### src/rtl/div_5_pkg.sv
// Shared definitions for the serial divisibility-by-5 detector: divisor,
// remainder state encoding and the remainder transition function.
package div_5_pkg;

    localparam int unsigned DIVISOR = 5;

    typedef enum logic [2:0] {
        REM0 = 3'd0,
        REM1 = 3'd1,
        REM2 = 3'd2,
        REM3 = 3'd3,
        REM4 = 3'd4
    } rem_t;

    // Appending a bit MSB-first doubles the value and adds the bit, so the
    // new remainder is (2*rem + in_bit) mod DIVISOR.
    function automatic rem_t next_rem(input rem_t rem, input logic in_bit);
        rem_t result;
        result = REM0;
        case (rem)
            REM0:    result = in_bit ? REM1 : REM0;
            REM1:    result = in_bit ? REM3 : REM2;
            REM2:    result = in_bit ? REM0 : REM4;
            REM3:    result = in_bit ? REM2 : REM1;
            REM4:    result = in_bit ? REM4 : REM3;
            default: result = REM0;
        endcase
        return result;
    endfunction

endpackage

### src/rtl/div_5_detector.sv
// Serial divisibility-by-5 detector: tracks the remainder of an MSB-first
// bit stream and flags nonzero values that are multiples of DIVISOR.
module div_5_detector
    import div_5_pkg::*;
(
    input  logic clk,
    input  logic rst_n,
    input  logic in_bit,
    output logic div_5
);

    rem_t rem;
    rem_t w_rem_next;
    logic first_1_seen;
    logic w_first_1_seen_next;

    // NOTE: state registers use non-blocking assignments so every register
    // samples the pre-edge values, independent of statement order.
    always_ff @(posedge clk or negedge rst_n) begin
        if (!rst_n) begin
            rem          <= REM0;
            first_1_seen <= 1'b0;
        end else begin
            rem          <= w_rem_next;
            first_1_seen <= w_first_1_seen_next;
        end
    end

    // NOTE: every combinational output is assigned on all paths (here
    // unconditionally), so no latch can be inferred.
    always_comb begin
        w_rem_next          = next_rem(rem, in_bit);
        w_first_1_seen_next = first_1_seen | in_bit;
        // Registered-only decode: a value of zero is never reported.
        div_5               = first_1_seen && (rem == REM0);
    end

endmodule

### config.mk
export PLATFORM = sky130hd
export DESIGN_NAME = div_5_detector
export DESIGN_NICKNAME = d
export VERILOG_FILES = /design/src/rtl/div_5_pkg.sv /design/src/rtl/div_5_detector.sv
export SDC_FILE = /design/constraint.sdc
export NUM_CORES = 1
export LEC_CHECK = 0
export ABC_AREA = 1
export CORE_AREA = 2 2 39 41
export CTS_CLUSTER_DIAMETER = 30
export CTS_CLUSTER_SIZE = 28
export DETAILED_ROUTE_END_ITERATION = 12
export DIE_AREA = 0 0 41 43
export DONT_BUFFER_PORTS = 1
export GPL_TIMING_DRIVEN = 0
export PLACE_DENSITY_LB_ADDON = 0.05
export SLEW_MARGIN = 15
export SYNTH_ARGS = -nofsm -noshare
export SYNTH_HDL_FRONTEND = slang
export SYNTH_SLANG_ARGS = --single-unit
### constraint.sdc
create_clock -name clk -period 1.1 [get_ports clk]
set_clock_uncertainty 0.2 [all_clocks]
set_input_delay 0.11 -clock clk [delete_from_list [all_inputs] [get_ports clk]]
set_output_delay 0.11 -clock clk [all_outputs]
set_load 0.1 [all_outputs]
# Word-level counts from Yosys, hierarchy flattened

Index checks and enable logic that the tools add are counted.
Widths: inputs -> output; s select.

Eq/ne operators: 4
Mux-type cells: 6
Bitwise gates (word level): 1
Reduce and logical (&&, ||, !) cells: 2

Operator list:

| cell               | count |
|---|---|
| $pmux 3 s5         | 1 |
| $eq 3x2->1 const B | 2 |
| $mux 3             | 2 |
| $eq 3x1->1 const B | 1 |
| $eq 3x3->1 const B | 1 |
| $logic_not 3->1    | 1 |
| $mux 1             | 2 |
| $mux 2             | 1 |
| $logic_and 1x1->1  | 1 |
| $or 1x1->1         | 1 |

Bits in registers: 4
Output and inout bits: 1
Logic and storage cells: 15

# Depth between registers and ports, before layout

Gate-level depths: netlist (run 1).

Word-level depth: 2
Gate-level depth with buffers: 4
Depth with buffers taken out: 4

# Worst setup path after synthesis (run 1)

No wires, ideal clock.

Kind: reg2out
From: register rem[0]
To: output div_5
Arrival time: 1834 ps
Required time: 790 ps
Setup slack: -1044 ps
Stages on the path, launching flop included: 4
Buffers on the path: 0
Path through: dfrtp_1 -> nor2_1 -> nand2_1 -> nor2_1

Longest elaborated chain between the ends: 2

Ends and longest elaborated chain:

| what                   | RTL line             | source |
|---|---|---|
| from (decl)            | div_5_detector.sv:12 | `rem_t rem;` |
| from (signal assigned) | div_5_detector.sv:24 | `rem <= w_rem_next;` |
| $logic_not 3->1        | div_5_detector.sv:35 | `div_5 = first_1_seen && (rem == REM0);` |
| $logic_and 1x1->1      | div_5_detector.sv:35 |  |
| to (decl)              | div_5_detector.sv:9  | `output logic div_5` |

No other way between the ends.

# Final worst setup path (run 1)

From: register rem[2]
To: output div_5

The elaborated chain is that of the path after synthesis.

==> run summary, run 1 <==
outcome -> complete, but fails checks
failing checks -> negative setup slack
number of nets in the layout -> 39
clk slew on worst S/H paths -> 0.04 ns
Post-Route WL -> 394 um
gr usage total -> 6.03%
Die Y -> 43 um
Critical Path Fanout Max -> 6
final worst setup slack -> -0.556 ns
slew of the pin with the lowest slew margin -> 0.608 ns
HP Class -> reg -> reg
vias in the first global route -> 170
total CTS buffers -> 3
area of the die -> 1760 um2
initial antenna violation count -> 0
TritonCTS clock tree -> yes
GR Util met1 -> 5.48%
first-pass GRT wire length -> 634 um
routability cong. -> 0.638
DP Wirelength -> 319 um
Post-DRT Antenna Nets -> 0
synth warn -> 0
DR pass1 iterations -> 2
Core Box Area -> 1380 um2
Ports -> 4
Net Sw Frac -> 49.5%
setup TNS -> -0.575 ns
Power Density -> 3160 nW/um2
GRT overflow -> 0
Port Buffers -> 0
layout cells sized above 1 -> 32.4%
Final Instance Area -> 297 um2
Max-Cap Viols -> 0
Setup Crit Path Kind -> reg -> out
vias post-DR -> 182
Startpoint Class -> flip-flop
# diodes -> 0
via/cell ratio -> 3.64
Net Switching -> 0.000464 W
# rows -> 14
Synth Net Count -> 29
busiest grt layer -> met2
Final Hold Viols -> 0
post-synthesis cell type count -> 7
sequential power share -> 28.0%
Setup crit end kind -> primary output
Highest Clock Rate -> 0.604 GHz
Max Buffers Root-to-Sink -> 2
min cycle time layout -> 1.66 ns
Tcrit/Tclk final -> 151%
Post-Syn Area -> 194 um2
Setup Viol. Count Final -> 2
Die Wd -> 41 um
post-synthesis cell count -> 26
pin count of the biggest net entering global routing -> 7
GRT met2 Usage -> 7.81%
LEAKAGE -> 0.147 nW
DRT iter0 DRCs -> 1
post-synth top area share -> 51.6%
Slew Viols, Final -> 0
area post-placement -> 221 um2
Req. time, crit path -> 0.79 ns
drc violations -> 0
Syn Area/Cell -> 7.46 um2
WP data arrival -> 1.35 ns
CTS Root Cell -> clkbuf_4
clk_lat worst skew -> 0.23 ns
Slew headroom -> 59.3%
Clock Power Share -> 18.7%
P_int -> 0.000474 W
final core utilization -> 21.4%
Initial Util -> 14.0%
Synth area leaders -> dfrtp_1, nand2_1, nand3_1, inv_1, nor2_1
VDD IR max -> 0.899 mV
htree depth -> 1
Yosys reg bits -> 4
largest area contributor in the netlist -> dfrtp_1
drt wl/cell -> 7.88 um
Clock Sinks -> 4
Comb pwr share -> 53.2%
RSZ-0062 raised after global routing -> yes
GRT met3 Usage -> 6.28%
share of the yosys chip area belonging to registers -> 51.6%
Layout area overhead -> 52.9%
==> cells by family after synthesis <==
logic type / share of synthesized area (%)
flops: 51.6
simple gates: 36.1
buf+inv: 7.74
compound gates: 4.52
==> synthesized netlist by cell type <==
cell type / instances
nand2_1: 9
dfrtp_1: 4
inv_1: 4
nor2_1: 4
nand3_1: 3
a21oi_2: 1
and2_1: 1
==> through the flow <==
| stage | hold slack [ns] | instances | total power [W] | setup WS (ns) |
|---|---|---|---|---|
| 3_5_place_dp | -0.385 | 42 | 0.000675 | -0.356 |
| 5_1_grt | 0.321 | 50 | 0.00101 | -0.633 |
| 4_1_cts | 0.292 | 48 | 0.000874 | -0.611 |
| 2_1_floorplan | -0.386 | 26 | 0.000628 | -0.299 |
| 3_3_place_gp | -0.385 | 42 | 0.000679 | -0.369 |
| 6_report | 0.282 | 50 | 0.000938 | -0.556 |
==> critical path: stages (launching register included) <==
cell	delay, ns
dfrtp_1	0.43
inv_1	0.11
nand2_2	0.07
nor2_4	0.50
==> state kept, by name, summed over array words and instances (netlist names) <==
| name | flops |
|---|---|
| first_1_seen | 1 |
| rem | 3 |
==> power by group through the flow <==
| stage | combinational, W | sequential [W] | clock (W) |
|---|---|---|---|
| final | 0.000499 | 0.000263 | 0.000176 |
| after global routing | 0.000534 | 0.000269 | 0.000206 |
| after CTS | 0.000417 | 0.000269 | 0.000188 |
| after detailed placement | 0.000404 | 0.000271 | 0 |
| after global placement | 0.000405 | 0.000274 | 0 |
| after floorplan | 0.000375 | 0.000253 | 0 |
==> path summary, 6_finish.rpt <==
check,cells past startpoint,startpoint,endpoint,slack (ns)
hold reg to reg,2,first_1_seen$_DFF_PN0_,first_1_seen$_DFF_PN0_,0.28
setup reg to reg,5,rem[1]$_DFF_PN0_,rem[2]$_DFF_PN0_,-0.02
hold / removal,2,first_1_seen$_DFF_PN0_,first_1_seen$_DFF_PN0_,0.28
max in group asynchronous,2,rst_n,rem[2]$_DFF_PN0_,0.05
min in group asynchronous,2,rst_n,first_1_seen$_DFF_PN0_,0.48
setup / recovery,3,rem[2]$_DFF_PN0_,div_5,-0.56
==> layout make-up <==
type                    instances  area, um2
fillers                       156       1090
flip-flops and latches          4        100
multi-input cells              18       93.8
repair buffers                  5       45.0
clock buffers                   3       22.5
well taps                      16       20.0
inverters                       4       15.0
==> layer usage <==
| layer | wire length [um] | vias up | share of wire, % |
|---|---|---|---|
| met5 | 0 | - | 0 |
| met4 | 0 | 0 | 0 |
| met3 | 10 | 0 | 2.5 |
| met2 | 193 | 3 | 49 |
| met1 | 190 | 83 | 48 |
| li1 | - | 96 | - |
==> layout by cell type (no fill, tap or decap) <==
master	Yosys	final
dlygate4sd3_1	0	3
and2_1	1	1
dfrtp_1	4	4
nor2_2	0	1
buf_4	0	2
a21oi_2	1	1
inv_1	4	3
nor2_1	4	2
inv_2	0	1
nand2_1	9	7
nor2_4	0	1
nand3_1	3	3
nand2_2	0	2
clkbuf_4	0	3
==> timing repair <==
| action | CTS | global route |
|---|---|---|
| hold buffers | 3 | 0 |
| setup buffers | 0 | 2 |
| endpoints found under the hold margin | 7 | 0 |
| endpoints found under the setup margin | 1 | 3 |
| gates resized for setup | 0 | 4 |
| pin swaps | 0 | 1 |
Power figures use the tool's default switching activity.
==> run 2: changes to the inputs <==
--- a/config.mk
+++ b/config.mk
@@ -6,12 +6,12 @@
 export NUM_CORES = 1
 export LEC_CHECK = 0
 export ABC_AREA = 1
+export BUFFER_PORTS_ARGS = -buffer_cell sky130_fd_sc_hd__buf_2
 export CORE_AREA = 2 2 39 41
 export CTS_CLUSTER_DIAMETER = 30
 export CTS_CLUSTER_SIZE = 28
 export DETAILED_ROUTE_END_ITERATION = 12
 export DIE_AREA = 0 0 41 43
-export DONT_BUFFER_PORTS = 1
 export GPL_TIMING_DRIVEN = 0
 export PLACE_DENSITY_LB_ADDON = 0.05
 export SLEW_MARGIN = 15
==> run 2 against run 1 <==
  * The flow still finishes with violations (negative setup slack)
  * Via count up 19%
  * Highest routed layer unchanged
  * Die area unchanged
  * Combinational power up 68%
  * Power up 37%
  * Sequential share of layout area is 7.4 points lower
  * Flip-flop and latch count stayed put
  * Cell count is 14% higher
  * Count of clock-buffer cells in the layout stayed put
  * Non-clock buffer count rose by 7
  * Sequential power is essentially flat
  * Clock power grew 3%
  * Global-route usage up 2.3 points
==> run summary, run 2 (synthesized netlist as in run 1, its figures left out) <==
Req. time, crit path -> 0.79 ns (about the same)
initial antenna violation count -> 0 (unchanged)
# diodes -> 0 (unchanged)
routability cong. -> 0.610 (-4.4%)
Post-DRT Antenna Nets -> 0 (unchanged)
Die Y -> 43 um (unchanged)
Core Box Area -> 1380 um2 (unchanged)
Top reg by flops -> rem
Fin Hold WS -> 0.00320 ns (-0.278 ns)
length in cells of the worst reg-to-reg path -> 5 (unchanged)
clk slew on worst S/H paths -> 0.04 ns (about the same)
DP Wirelength -> 316 um (-0.91%)
FILL cells -> 155 (-0.64%)
min cycle time layout -> 1.43 ns (-0.225 ns)
DRT iter0 DRCs -> 1 (unchanged)
busiest grt layer -> met2
Setup Crit Path Kind -> reg -> out
VDD IR max -> 1.28 mV (+42%)
Slew headroom -> 91.1% (+32 points)
Post-Route WL -> 529 um (+34%)
Largest register FFs -> 3 (unchanged)
TritonCTS clock tree -> yes
CTS Root Cell -> clkbuf_4
R2R Path End -> rem[2]$_DFF_PN0_
GRT met3 Usage -> 4.71% (-1.6 points)
Setup crit end kind -> primary output
layout cells sized above 1 -> 61.0% (+29 points)
GRT overflow -> 0 (unchanged)
area of the die -> 1760 um2 (unchanged)
Max Buffers Root-to-Sink -> 2 (unchanged)
GR Util met1 -> 8.77% (+3.3 points)
htree depth -> 1 (unchanged)
# rows -> 14 (unchanged)
GRT met2 Usage -> 11.9% (+4.1 points)
commonest non-fill, non-tap cells in the layout -> nand2_1, buf_4
Highest Clock Rate -> 0.699 GHz (+16%)
Port Buffers -> 3 (+3)
clk_lat worst skew -> 0.24 ns (about the same)
reg2reg setup slack -> -0.09 ns (-0.07 ns)
Initial Util -> 14.0% (unchanged)
Critical Path Fanout Max -> 2 (-4)
placed instance count -> 45 (+7.1%)
Layout Cells excl Fill -> 57 (+14%)
outcome -> complete, but fails checks
failing checks -> negative setup slack
biggest regs -> rem x3, first_1_seen x1
final worst setup slack -> -0.331 ns (+0.225 ns)
vias post-DR -> 217 (+19%)
Setup Viol. Count Final -> 3 (+1)
pin count of the biggest net entering global routing -> 7 (unchanged)
Die Wd -> 41 um (unchanged)
first-pass GRT wire length -> 924 um (+46%)
drt wl/cell -> 9.28 um (+18%)
drc violations -> 0 (unchanged)
Max-Cap Viols -> 0 (unchanged)
Setup WS pre-CTS -> -0.358 ns (-0.00255 ns)
Slew Viols, Final -> 0 (unchanged)
Final Hold Viols -> 0 (unchanged)
LEAKAGE -> 0.198 nW (+35%)
gr usage total -> 8.36% (+2.3 points)
Power Density -> 3330 nW/um2 (+5.4%)
Layout area overhead -> 98.1%
vias in the first global route -> 234 (+38%)
RSZ-0062 raised after global routing -> yes
Clock Sinks -> 4 (unchanged)
Startpoint Class -> flip-flop
DR pass1 iterations -> 2 (unchanged)
Tcrit/Tclk final -> 130% (-20 points)
number of nets in the layout -> 46 (+18%)
slew of the pin with the lowest slew margin -> 0.134 ns (-0.475 ns)
HP Class -> in -> async
WP data arrival -> 1.12 ns (-0.23 ns)
most common cell after layout, fill and taps aside -> nand2_1
via/cell ratio -> 3.81 (+4.6%)
area of the multi-input gates -> 111 um2 (+19%)
Ports -> 4 (unchanged)
total CTS buffers -> 3 (unchanged)
Sequential Area -> 101 um2 (+1.2%)
reg-to-reg startpoint -> rem[1]$_DFF_PN0_
run 2: changes by cell type in the layout (fill, tap and decap cells not counted):
cell / delta
buf_6: +3
buf_2: +2
inv_1: -2
buf_4: +2
nand2_1: -1
nand3_1: -2
dfrtp_2: +1
dfrtp_1: -1
nand3_2: +2
buf_12: +1
inv_2: +2
nand2_4: +1
dlygate4sd3_1: -1
run 2: power breakdown:
group / leakage, nW / switching [W] / internal, W
Sequential: 0.0456 / 0.0000588 / 0.000203
Clock: 0.0138 / 0.0000589 / 0.000122
Combinational: 0.139 / 0.000448 / 0.000390
run 2: how the worst max path moves through the flow:
stage	from	end	slack (ns)	cells after the start
floorplan	rem[0]$_DFF_PN0_	div_5	-0.30	3
global placement	rem[0]$_DFF_PN0_	div_5	-0.37	4
detailed placement	rem[0]$_DFF_PN0_	div_5	-0.36	4
CTS	rem[1]$_DFF_PN0_	div_5	-0.36	4
global route	rem[0]$_DFF_PN0_	div_5	-0.38	4
finish	rem[0]$_DFF_PN0_	div_5	-0.33	4
run 2: cell type report:
type,count,share of cell area (%)
Timing Repair Buffer,12,29.6
Multi-Input combinational cell,18,29.0
Sequential cell,4,26.4
Clock buffer,3,5.86
Tap cell,16,5.21
Inverter,4,3.91
run 2: per-layer routing:
layer | routed length [um] | share of wire, % | up-vias
met2 | 286 | 54 | 4
met4 | 0 | 0 | 0
met1 | 218 | 41 | 105
met3 | 24 | 4.5 | 0
li1 | - | - | 108
met5 | 0 | 0 | -
run 2: repair_timing:
action	CTS	global route
setup buffers	6	5
gates resized for setup	11	9
hold buffers	2	1
hold endpoints to repair	6	1
setup endpoints to repair	1	5
pin swaps	3	2
run 2: worst max-delay path: stages (launching register included):
cell,delay [ns]
dfrtp_1,0.38
nor2_2,0.14
nand2_2,0.08
nor2_4,0.10
buf_12,0.18
run 2: metrics by stage:
stage                     total power (W)  setup TNS (ns)  util (%)  cell area [um2]
after floorplan                  0.000628          -0.299         -              201
after CTS                         0.00125          -0.796      26.3              364
after detailed placement         0.000700          -0.358      17.1              236
after global routing              0.00137          -0.644      27.8              384
after global placement           0.000705          -0.372      17.1              236
final                             0.00128          -0.501      27.8              384
==> run 3: changes to the inputs <==
--- a/config.mk
+++ b/config.mk
@@ -14,6 +14,7 @@
 export DIE_AREA = 0 0 41 43
 export GPL_TIMING_DRIVEN = 0
 export PLACE_DENSITY_LB_ADDON = 0.05
+export SKIP_LAST_GASP = 1
 export SLEW_MARGIN = 15
 export SYNTH_ARGS = -nofsm -noshare
 export SYNTH_HDL_FRONTEND = slang
==> run 3 against run 2 <==
  * Highest routed layer unchanged
  * Critical path type unchanged
  * Flip-flop and latch count stayed put
  * Critical path depth stayed put
  * The flow still finishes with violations (negative setup slack)
  * Maximum frequency decreased by 0.33%
==> run summary, run 3 (synthesized netlist as in run 1, its figures left out) <==
routability cong. -> 0.610 (unchanged)
drc violations -> 0 (unchanged)
P_int -> 0.000676 W (-5.5%)
CP cell instances -> nor2_2, nand2_2, nor2_4, buf_12
biggest regs -> rem x3, first_1_seen x1
DP Wirelength -> 316 um (unchanged)
number of nets in the layout -> 46 (unchanged)
pin count of the biggest net entering global routing -> 7 (unchanged)
VDD IR max -> 1.25 mV (-2.3%)
Startpoint Class -> flip-flop
RSZ-0062 raised after global routing -> yes
Die Y -> 43 um (unchanged)
area of the die -> 1760 um2 (unchanged)
failing checks -> negative setup slack
clk slew on worst S/H paths -> 0.04 ns (about the same)
Tcrit/Tclk final -> 131% (+0.43 points)
Ports -> 4 (unchanged)
Post-DRT Antenna Nets -> 0 (unchanged)
LEAKAGE -> 0.191 nW (-3.8%)
Setup Crit Path Kind -> reg -> out
Highest Clock Rate -> 0.696 GHz (-0.33%)
Max-Cap Viols -> 0 (unchanged)
outcome -> complete, but fails checks
Setup WS pre-CTS -> -0.358 ns (unchanged)
Core Box Area -> 1380 um2 (unchanged)
setup TNS -> -0.519 ns (-0.0181 ns)
final worst setup slack -> -0.336 ns (-0.00477 ns)
Post-Route WL -> 484 um (-8.5%)
Power Density -> 3260 nW/um2 (-2.2%)
slew of the pin with the lowest slew margin -> 0.147 ns (+0.0133 ns)
commonest non-fill, non-tap cells in the layout -> nand2_1, buf_4, clkbuf_4, dfrtp_1
Clock Sinks -> 4 (unchanged)
Setup crit end kind -> primary output
DR pass1 iterations -> 1 (-1)
Crit-path slowest cell -> dfrtp_1
layout cells sized above 1 -> 56.1% (-4.9 points)
CTS Root Cell -> clkbuf_4
CP max stage delay -> 0.38 ns (about the same)
# diodes -> 0 (unchanged)
GRT overflow -> 0 (unchanged)
vias post-DR -> 215 (-0.92%)
Slew Viols, Final -> 0 (unchanged)
drt wl/cell -> 8.49 um (-8.5%)
Die Wd -> 41 um (unchanged)
Largest register FFs -> 3 (unchanged)
Port Buffers -> 3 (unchanged)
Slew headroom -> 90.2% (-0.88 points)
CP Buf/Inv Count -> 1 (unchanged)
# rows -> 14 (unchanged)
WP data arrival -> 1.13 ns (about the same)
Layout area overhead -> 92.3%
min cycle time layout -> 1.44 ns (+0.00477 ns)
Comb pwr share -> 63.2% (-2.2 points)
Req. time, crit path -> 0.79 ns (about the same)
Clock Power Share -> 14.8% (+0.7 points)
most common cell after layout, fill and taps aside -> nand2_1
sequential power share -> 22.0% (+1.5 points)
initial antenna violation count -> 0 (unchanged)
Net Sw Frac -> 44.4% (+0.24 points)
Initial Util -> 14.0% (unchanged)
htree depth -> 1 (unchanged)
Final Hold Viols -> 0 (unchanged)
DRT iter0 DRCs -> 0 (-1)
gr usage total -> 7.96% (-0.40 points)
via/cell ratio -> 3.77 (-0.92%)
Setup Viol. Count Final -> 4 (+1)
first-pass GRT wire length -> 883 um (-4.4%)
total CTS buffers -> 3 (unchanged)
clk_lat worst skew -> 0.24 ns (about the same)
family with the most delay on the worst path -> flip-flops
Top reg by flops -> rem
Net Switching -> 0.000540 W (-4.6%)
vias in the first global route -> 239 (+2.1%)
Critical Path Fanout Max -> 2 (unchanged)
final core utilization -> 26.9% (-0.81 points)
Max Buffers Root-to-Sink -> 2 (unchanged)
HP Class -> in -> async
TritonCTS clock tree -> yes
[run 3: changes by cell type in the layout (fill, tap and decap cells not counted)]
cell	change
buf_4	+1
buf_6	-1
inv_2	-1
inv_1	+1
nand2_1	+1
nand2_4	-1
[run 3: path summary, 6_finish.rpt]
check | cells past startpoint | slack, ns | end | from
setup / recovery | 4 | -0.34 | div_5 | rem[0]$_DFF_PN0_
hold / removal | 2 | 0.004 | first_1_seen$_DFF_PN0_ | rst_n
setup reg to reg | 5 | -0.10 | rem[2]$_DFF_PN0_ | rem[1]$_DFF_PN0_
hold reg to reg | 2 | 0.28 | first_1_seen$_DFF_PN0_ | first_1_seen$_DFF_PN0_
max in group asynchronous | 2 | 0.56 | rem[2]$_DFF_PN0_ | rst_n
min in group clk | 4 | 0.02 | first_1_seen$_DFF_PN0_ | in_bit
[run 3: power by group through the flow]
stage	clock, W	combinational (W)	sequential, W
after floorplan	0	0.000375	0.000253
after global placement	0	0.000431	0.000274
after detailed placement	0	0.000430	0.000270
after CTS	0.000188	0.000729	0.000253
after global routing	0.000204	0.000832	0.000274
final	0.000180	0.000768	0.000268
[run 3: metrics by stage]
step           hold slack, ns  std cells  power [W]  area (um2)
6_report              0.00412         57    0.00122         373
5_1_grt                0.0158         57    0.00131         373
4_1_cts               0.00278         56    0.00117         340
3_5_place_dp           -0.283         45   0.000700         236
3_3_place_gp           -0.283         45   0.000705         236
2_1_floorplan          -0.386         26   0.000628         201
[run 3: per-layer routing]
layer | track usage, % | vias up | routed length, um
li1 | - | 108 | -
met1 | 7.79 | 103 | 205
met2 | 11.6 | 4 | 250
met3 | 4.71 | 0 | 28
met4 | 6.00 | 0 | 0
met5 | 0 | - | 0
[run 3: timing repair]
item                       4_1_cts  5_1_grt
setup endpoints to repair        1        5
gates resized for setup          5        9
pin swaps                        2        2
setup buffers                    6        5
hold buffers                     2        1
hold endpoints to repair         6        1
[run 3: cell type report]
| type | instances | area (um2) |
|---|---|---|
| tap | 16 | 20.0 |
| inverter | 4 | 15.0 |
| multi-input combinational | 18 | 104 |
| sequential | 4 | 101 |
| timing repair buffer | 12 | 110 |
| clock buffer | 3 | 22.5 |
| fill | 161 | 1010 |
